$ cat config.mk
export PLATFORM = sky130hd
export DESIGN_NAME = rcpu_uart_io
export DESIGN_NICKNAME = d
export VERILOG_FILES = /design/src/rtl/rcpu_uart_io.sv
export SDC_FILE = /design/constraint.sdc
export NUM_CORES = 1
export LEC_CHECK = 0
export CAP_MARGIN = 10
export CORE_MARGIN = 8
export CORE_UTILIZATION = 61
export DETAILED_ROUTE_END_ITERATION = 8
export PLACE_DENSITY = 0.85
export SETUP_SLACK_MARGIN = 0.4
export SKIP_CTS_REPAIR_TIMING = 1
export SLEW_MARGIN = 5
export SYNTH_ARGS = -nofsm -noshare
export SYNTH_HDL_FRONTEND = slang
export SYNTH_SLANG_ARGS = --single-unit
$ cat constraint.sdc
create_clock -name clk -period 7.97 [get_ports clk]
set_clock_uncertainty 0.15 [all_clocks]
set_input_delay 2.391 -clock clk [delete_from_list [all_inputs] [get_ports clk]]
set_output_delay 2.391 -clock clk [all_outputs]
set_load 0.005 [all_outputs]
$ cat src/rtl/rcpu_uart_io.sv
// Memory-mapped 8N1 UART for the RCPU I/O bus: TX FIFO, single-byte RX holding register, sticky flags.
// Optional CTRL loopback bit is built only when UART_IO_LOOPBACK_EN is defined.
module rcpu_uart_io #(
   parameter int unsigned CLKS_PER_BIT = 104,
   parameter int unsigned TX_DEPTH     = 4,
   parameter logic [0:15] BASE         = 16'hFF00
) (
   input  logic        clk,
   input  logic        resetq,
   input  logic        io_read_enable,
   input  logic        io_write_enable,
   input  logic [0:15] io_address,
   input  logic [15:0] io_write_data,
   output logic [15:0] io_read_data,
   output logic        uart_tx,
   input  logic        uart_rx
);
   localparam int unsigned CW = $clog2(CLKS_PER_BIT);
   localparam int unsigned PW = $clog2(TX_DEPTH);
   localparam logic [CW-1:0] CNT_LAST = CW'(CLKS_PER_BIT - 1);
   localparam logic [CW-1:0] CNT_HALF = CW'(CLKS_PER_BIT / 2 - 1);
   localparam logic [1:0] StIdle = 2'd0, StStart = 2'd1, StData = 2'd2, StStop = 2'd3;

   logic sel, sel_data, sel_stat, sel_ctrl, data_wr, data_rd, stat_wr;
   assign sel      = io_address[0:7] == BASE[0:7];
   assign sel_data = sel && io_address[8:15] == 8'h00;
   assign sel_stat = sel && io_address[8:15] == 8'h04;
   assign sel_ctrl = sel && io_address[8:15] == 8'h08;
   assign data_wr  = io_write_enable && sel_data;
   assign data_rd  = io_read_enable && sel_data;
   assign stat_wr  = io_write_enable && sel_stat;

   logic [7:0]    fifo_q [TX_DEPTH];
   logic [PW-1:0] wr_ptr_q, rd_ptr_q;
   logic [PW:0]   count_q, count_d;
   logic          tx_full, tx_empty, push, pop, tx_idle, tx_end;
   logic [1:0]    tx_state_q, tx_state_d;
   logic [CW-1:0] tx_cnt_q, tx_cnt_d;
   logic [2:0]    tx_bit_q, tx_bit_d;
   logic [7:0]    tx_shift_q, tx_shift_d;
   logic          tx_line_q, tx_line_d;

   assign tx_full  = count_q == (PW + 1)'(TX_DEPTH);
   assign tx_empty = count_q == '0;
   assign tx_idle  = tx_empty && tx_state_q == StIdle;
   assign tx_end   = tx_cnt_q == CNT_LAST;
   assign push     = data_wr && !tx_full;
   // Back-to-back frames: the next byte is taken at the last STOP cycle
   assign pop      = !tx_empty && (tx_state_q == StIdle || (tx_state_q == StStop && tx_end));

   always_comb begin
      tx_state_d = tx_state_q;
      tx_cnt_d   = tx_cnt_q;
      tx_bit_d   = tx_bit_q;
      tx_shift_d = tx_shift_q;
      tx_line_d  = tx_line_q;
      count_d    = count_q;
      if (push && !pop) count_d = count_q + 1'b1;
      else if (pop && !push) count_d = count_q - 1'b1;
      if (tx_state_q != StIdle && !tx_end) tx_cnt_d = tx_cnt_q + 1'b1;
      if (pop) begin
         tx_state_d = StStart;
         tx_cnt_d   = '0;
         tx_shift_d = fifo_q[rd_ptr_q];
         tx_line_d  = 1'b0;
      end else if (tx_end) begin
         unique case (tx_state_q)
            StStart: begin
               tx_state_d = StData;
               tx_cnt_d   = '0;
               tx_bit_d   = '0;
               tx_line_d  = tx_shift_q[0];
            end
            StData: begin
               tx_cnt_d = '0;
               if (tx_bit_q == 3'd7) begin
                  tx_state_d = StStop;
                  tx_line_d  = 1'b1;
               end else begin
                  tx_bit_d   = tx_bit_q + 1'b1;
                  tx_shift_d = tx_shift_q >> 1;
                  tx_line_d  = tx_shift_q[1];
               end
            end
            StStop:  tx_state_d = StIdle;
            default: ;
         endcase
      end
   end

   logic rx_in, rx_meta_q, rx_sync_q, rx_prev_q;
   logic lb_q, lb_d;
`ifdef UART_IO_LOOPBACK_EN
   assign rx_in   = lb_q ? tx_line_q : uart_rx;
   assign uart_tx = lb_q | tx_line_q;
   assign lb_d    = (io_write_enable && sel_ctrl) ? io_write_data[0] : lb_q;
`else
   assign rx_in   = uart_rx;
   assign uart_tx = tx_line_q;
   assign lb_d    = 1'b0;
`endif

   logic [1:0]    rx_state_q, rx_state_d;
   logic [CW-1:0] rx_cnt_q, rx_cnt_d;
   logic [2:0]    rx_bit_q, rx_bit_d;
   logic [7:0]    rx_shift_q, rx_shift_d, rx_byte_q, rx_byte_d;
   logic          rx_valid_q, rx_valid_d, overrun_q, overrun_d;
   logic          overflow_q, overflow_d, framing_q, framing_d, rx_end;
   logic [15:0]   rd_d;

   assign rx_end = rx_cnt_q == ((rx_state_q == StStart) ? CNT_HALF : CNT_LAST);

   always_comb begin
      rx_state_d = rx_state_q;
      rx_cnt_d   = rx_cnt_q;
      rx_bit_d   = rx_bit_q;
      rx_shift_d = rx_shift_q;
      rx_byte_d  = rx_byte_q;
      rx_valid_d = rx_valid_q && !data_rd;
      overrun_d  = overrun_q && !(stat_wr && io_write_data[3]);
      overflow_d = (overflow_q && !(stat_wr && io_write_data[4])) || (data_wr && tx_full);
      framing_d  = framing_q && !(stat_wr && io_write_data[5]);
      if (rx_state_q != StIdle && !rx_end) rx_cnt_d = rx_cnt_q + 1'b1;
      unique case (rx_state_q)
         StIdle: begin
            if (rx_prev_q && !rx_sync_q) begin
               rx_state_d = StStart;
               rx_cnt_d   = '0;
            end
         end
         StStart: begin
            if (rx_end) begin
               rx_state_d = rx_sync_q ? StIdle : StData;
               rx_cnt_d   = '0;
               rx_bit_d   = '0;
            end
         end
         StData: begin
            if (rx_end) begin
               rx_cnt_d   = '0;
               rx_shift_d = {rx_sync_q, rx_shift_q[7:1]};
               rx_bit_d   = rx_bit_q + 1'b1;
               if (rx_bit_q == 3'd7) rx_state_d = StStop;
            end
         end
         default: begin
            if (rx_end) begin
               rx_state_d = StIdle;
               // A same-cycle DATA read frees the holding register for the new byte
               if (!rx_sync_q) framing_d = 1'b1;
               else if (rx_valid_q && !data_rd) overrun_d = 1'b1;
               else begin
                  rx_byte_d  = rx_shift_q;
                  rx_valid_d = 1'b1;
               end
            end
         end
      endcase
      rd_d = '0;
      if (sel_data && rx_valid_q) rd_d = {8'h01, rx_byte_q};
      else if (sel_stat) rd_d = {10'b0, framing_q, overflow_q, overrun_q, tx_idle, tx_full, rx_valid_q};
      else if (sel_ctrl) rd_d = {15'b0, lb_q};
   end

   logic unused_wdata;
   assign unused_wdata = ^{io_write_data[15:8], io_write_data[2:0]};

   always_ff @(posedge clk) begin
      if (push) fifo_q[wr_ptr_q] <= io_write_data[7:0];
   end

   always_ff @(posedge clk) begin
      if (!resetq) begin
         wr_ptr_q     <= '0;
         rd_ptr_q     <= '0;
         count_q      <= '0;
         tx_state_q   <= StIdle;
         tx_cnt_q     <= '0;
         tx_bit_q     <= '0;
         tx_shift_q   <= '0;
         tx_line_q    <= 1'b1;
         rx_meta_q    <= 1'b1;
         rx_sync_q    <= 1'b1;
         rx_prev_q    <= 1'b1;
         rx_state_q   <= StIdle;
         rx_cnt_q     <= '0;
         rx_bit_q     <= '0;
         rx_shift_q   <= '0;
         rx_byte_q    <= '0;
         rx_valid_q   <= 1'b0;
         overrun_q    <= 1'b0;
         overflow_q   <= 1'b0;
         framing_q    <= 1'b0;
         lb_q         <= 1'b0;
         io_read_data <= '0;
      end else begin
         wr_ptr_q   <= wr_ptr_q + PW'(push);
         rd_ptr_q   <= rd_ptr_q + PW'(pop);
         count_q    <= count_d;
         tx_state_q <= tx_state_d;
         tx_cnt_q   <= tx_cnt_d;
         tx_bit_q   <= tx_bit_d;
         tx_shift_q <= tx_shift_d;
         tx_line_q  <= tx_line_d;
         rx_meta_q  <= rx_in;
         rx_sync_q  <= rx_meta_q;
         rx_prev_q  <= rx_sync_q;
         rx_state_q <= rx_state_d;
         rx_cnt_q   <= rx_cnt_d;
         rx_bit_q   <= rx_bit_d;
         rx_shift_q <= rx_shift_d;
         rx_byte_q  <= rx_byte_d;
         rx_valid_q <= rx_valid_d;
         overrun_q  <= overrun_d;
         overflow_q <= overflow_d;
         framing_q  <= framing_d;
         lb_q       <= lb_d;
         if (io_read_enable) io_read_data <= rd_d;
      end
   end

endmodule

After elaboration in Yosys (flattened, before gate mapping)
Memory sizes are Yosys's and may differ from the RTL's. A register that Yosys moved wholly into a read port is not among the register bits. Cells that the tools add are included.

Flip-flop bits (word level): 79. Latch bits: 0. Bits in writable memories: 32. ROM bits: 0. Bits of input ports: 37. Logic and storage cells: 168. Memories kept: 1.

Memory list: fifo_q (depth 4, width 8, read ports 1, clocked after Yosys merged registers in 1, write ports 1, line 33) `logic [7:0] fifo_q [TX_DEPTH];`.

Add/sub/neg operators: 8. $mul: 0. Divide/modulo/power cells: 0. Magnitude comparators: 0. Equal/unequal tests: 20. Shifts and indexed selects: 0. Mux-type cells: 49. Bitwise logic cells: 4. Reductions and logical operators: 64.

Operator list (number): 2-to-1 mux 7 bit (7); 2-to-1 mux 8 bit (4); logical AND 1 bit (23); 2-to-1 mux 1 bit (17); 2-to-1 mux 2 bit (8); nonzero test 2 bit (8); 2-to-1 mux 3 bit (5); adder 7 x 1 -> 7 bit (second input constant) (2); != test 2 bit (second input constant) (7); one-hot mux 7 bit (2 select lines) (1); one-hot mux 2 bit (3 select lines) (2); one-hot mux 3 bit (2 select lines) (2); AND reduction 3 bit (4); logical NOT 1 bit (11); adder 3 x 1 -> 3 bit (second input constant) (3); == test 3 bit (second input constant) (3); 2-to-1 mux 9 bit (1); == test 8 x 3 -> 1 bit (second input constant) (1); == test 8 bit (second input constant) (1); logical NOT 8 bit (1); AND reduction 4 bit (2); == test 7 bit (1); == test 7 bit (second input constant) (1); == test 2 bit (second input constant) (3); 16 further kinds (27).

Longest topological paths before layout
Depth after elaboration: 10. Gate-level depth with buffers: 11. Depth with buffers taken out: 10.

Worst setup path after synthesis
No wires, ideal clock.

Kind: input to register. From: input io_address[15] (netlist bit). To: register count_q[2]. Setup time: 70 ps. Arrival: 4797 ps. Slack: 2952 ps. Stages: 10. Path buffers: 0. Cell sequence: or4b_1 nor4_2 nand3b_1 inv_1 ha_1 inv_1 fa_1 xor2_1 or3_1 a21oi_1.

Longest elaborated chain between the ends: 7.

Ends and longest elaborated chain: from (decl) (line 12) `input logic [0:15] io_address,`; logical NOT 8 bit * (line 26) `assign sel_data = sel && io_address[8:15] == 8'h00;`; logical AND 1 bit * (line 26); logical AND 1 bit * (line 29) `assign data_wr = io_write_enable && sel_data;`; logical AND 1 bit * (line 47) `assign push = data_wr && !tx_full;`; logical NOT 1 bit (line 59) `else if (pop && !push) count_d = count_q - 1'b1;`; logical AND 1 bit (line 59); nonzero test 2 bit (no source line); to (signal assigned) (line 199) `count_q <= count_d;`; to (decl) (line 35) `logic [PW:0] count_q, count_d;`.

Every way passes the cells marked *; elsewhere a longest branch is shown, timed or not. A chain may end at the register's enable or synchronous reset.

Final worst setup path
Same ends and word-level chain as after synthesis.

==> reports/metrics.cfg <==
[layout]
layoutNonFillerInstCount=626
layout-drive-gt1-share_pct=8.25
layout.cells.most_common=dfxtp_1
layout-area-overhead-vs-synth_pct=11.2
commonest_cells_after_routing_fill_and_taps_aside=dfxtp_1 (72), nor2_1 (38), clkdlybuf4s50_1 (37)
insertedDiodeCount=0
nNetsFinal=572

[power]
clock_power_share_pct=25.4
intPower_mw=0.813
p_leak_nw=1.99
power.switching_mw=0.349
power_switching_share_pct=30.0
ir_drop_mv=0.110
pwr-share-comb_pct=21.0
power_density_nw_per_um2=205
power.share.sequential_pct=53.6

[timing]
finalHoldViolations=0
setup_viol=0
timing.max_slew.rel_slack_pct=21.4
period_share_pct=68.6
fin_worst_hold_slack_ns=0.278
worstMarginPinSlew_ns=1.17
clock.fmax_mhz=183
finalCriticalPeriod_ns=5.47
tns_ns=0
rsz_0062_raised_after_global_routing=false
drv_slew=0

[status]
run_status=finished clean

[yosys]
synth_cell_types=66
synth_edf_count=32
synth-warning-count=0
synth_top_cell_area_share_pct=28.3
share_of_the_yosys_chip_area_belonging_to_registers_pct=47.1
synth_seq_cells=104
post_synth.cell_area_avg_um2=10.4
cell_area_synth_um2=5100
post_synth_inst_count=491
synth.area.top_cells=dfxtp_1 (28%), edfxtp_1 (19%), ha_1 (4.4%)
synth_flop_cell=dfxtp_1
synth-async-reset-ratio_pct=0
yosys.area.top_type=dfxtp_1

[floorplan]
ioPinCount=54
chip_height_um=107
rows=33
die_area_um2=11500
floorplan.initialDensity_pct=62.4
fp.coreArea_um2=8180
die_width_um=107

[worst_setup_path]
crit_path_max_fanout=5
worst_ep_arrival_time_ns=5.61
critical-path-slowest-cell=nor4_2
critical-path-top-cell-by-count=inv_1
timing_worst_setup_path_type=primary input to register
regToRegSetupSlack_ns=5.12
worstPathRequired_ns=8.11
end_kind=register
cells_along_the_critical_path=clkdlybuf4s50_1 > or4b_1 > nor4_2 > nand3b_1 > inv_1 > ha_1 > inv_1 > fa_1 > xor2_1 > or3_1 > a21oi_1
setup.worst_path.start_class=primary input
slowest_delay_ns=0.61

[cts]
cts-root-buf=clkbuf_8
cts_buffers=9
insertion_delay_ns=0.36
clk_path_buf_depth=2
cts_sinks=104
h_tree_levels=3
clk_pin_slew_worst_paths_ns=0.10
cts_tree=built

[route]
first_iter_violations=222
detail_route.vias_per_cell=6.19
drt-wirelength-per-cell_um=16.6
detailroute.via_count=3875
route.detailed.drc=0
drt-pass1-iter-count=4
antenna_left=0
postRouteWirelength_mm=10.4

[global_route]
maximum_number_of_pins_on_one_net_before_global_route_repair=64
grt-ovfl-total=0
total_global_route_track_usage_pct=18.6
grt_antenna_before_repair=0
first_pass_grt_wire_length_mm=17.6
grt_pass1_vias=3692

[placed_design]
gpl.final_weighted_congestion=0.825
place.detailed.instances=610
hpwl_mm=7.18
portBuffers=38

[run]
maxCapViolCount=0

[min_path]
hold_path.class=register to register

metal layers:
metal / global-route usage, % / share of wire (%) / vias up
li1: - / - / 1877
met1: 23.3 / 44 / 1881
met2: 31.0 / 49 / 108
met3: 4.97 / 6.1 / 9
met4: 4.96 / 0.86 / 0
met5: 0 / 0 / -
worst paths after layout:
check / startpoint / end / depth (start not counted)
max: io_address[15] / count_q[2] / 11
min reg2reg: rx_meta_q / rx_sync_q / 1
max reg2reg: tx_state_q[0] / count_q[2] / 11
min: rx_meta_q / rx_sync_q / 1
logic make-up after synthesis:
family	after synthesis	share of synthesized area (%)
adders and majority gates	19	4.81
muxes	25	6.87
DFF	104	47.1
AOI/OAI and AO/OA	93	12.8
other	1	0.0735
xor gates and xnor gates	13	2.23
buffers and inverters	50	4.66
and+or+nand+nor	186	21.5
sequential cells by signal (all words and copies together), names as in the netlist, 2 cells and up:
name,cells
io_read_data,9
rx_state_q,2
rx_byte_q,8
rx_cnt_q,7
rd_ptr_q,2
tx_state_q,2
rx_bit_q,3
rx_shift_q,8
count_q,3
tx_bit_q,3
tx_cnt_q,7
fifo_q,32
wr_ptr_q,2
tx_shift_q,8
Yosys cell counts (all sizes together) (3+ instances only):
cell type	instances
nor4	3
ha	18
nand3	24
nand3b	4
o21ai	16
a21o	8
xor2	4
nand2b	12
a211oi	13
xnor2	9
mux4	8
and2	11
dfxtp	72
or4b	3
edfxtp	32
buf	14
nor2	38
o2111ai	11
nand4b	16
mux2i	17
inv	12
nor3	11
clkbuf	24
nand2	30
o22ai	4
nand4	13
a31oi	9
or3	4
a21oi	14
worst max-delay path, delay by kind of cell:
| family | cells | cell delay (ns) |
|---|---|---|
| buf+inv | 3 | 0.63 |
| compound gates | 1 | 0.13 |
| fa+ha+maj | 2 | 0.57 |
| xor+xnor | 1 | 0.18 |
| simple gates | 4 | 1.72 |
power by group through the flow:
stage	clock, mW	combinational [mW]	sequential, mW
floorplan	0	0.192	0.614
global placement	0	0.230	0.631
detailed placement	0	0.241	0.635
CTS	0.301	0.243	0.623
global route	0.319	0.274	0.630
finish	0.296	0.244	0.623
per-stage QoR:
step | power [mW] | cell area, um2 | worst slack (ns) | utilization [%]
after floorplan | 0.806 | 5120 | 2.95 | -
after CTS | 1.17 | 5670 | 2.52 | 69.3
after global routing | 1.22 | 5670 | 2.33 | 69.3
after detailed placement | 0.876 | 5500 | 2.15 | 67.2
after global placement | 0.862 | 5500 | 2.28 | 67.2
final | 1.16 | 5670 | 2.50 | 69.3
cell type report:
class	instances	area, um2
clock buffer	10	128
clock inverter	6	45.0
fill	606	2510
inverter	12	45.0
multi-input combinational	343	2480
sequential	104	2400
tap	105	131
timing repair buffer	46	435
Note: power is estimated with default switching activity, not from simulation.
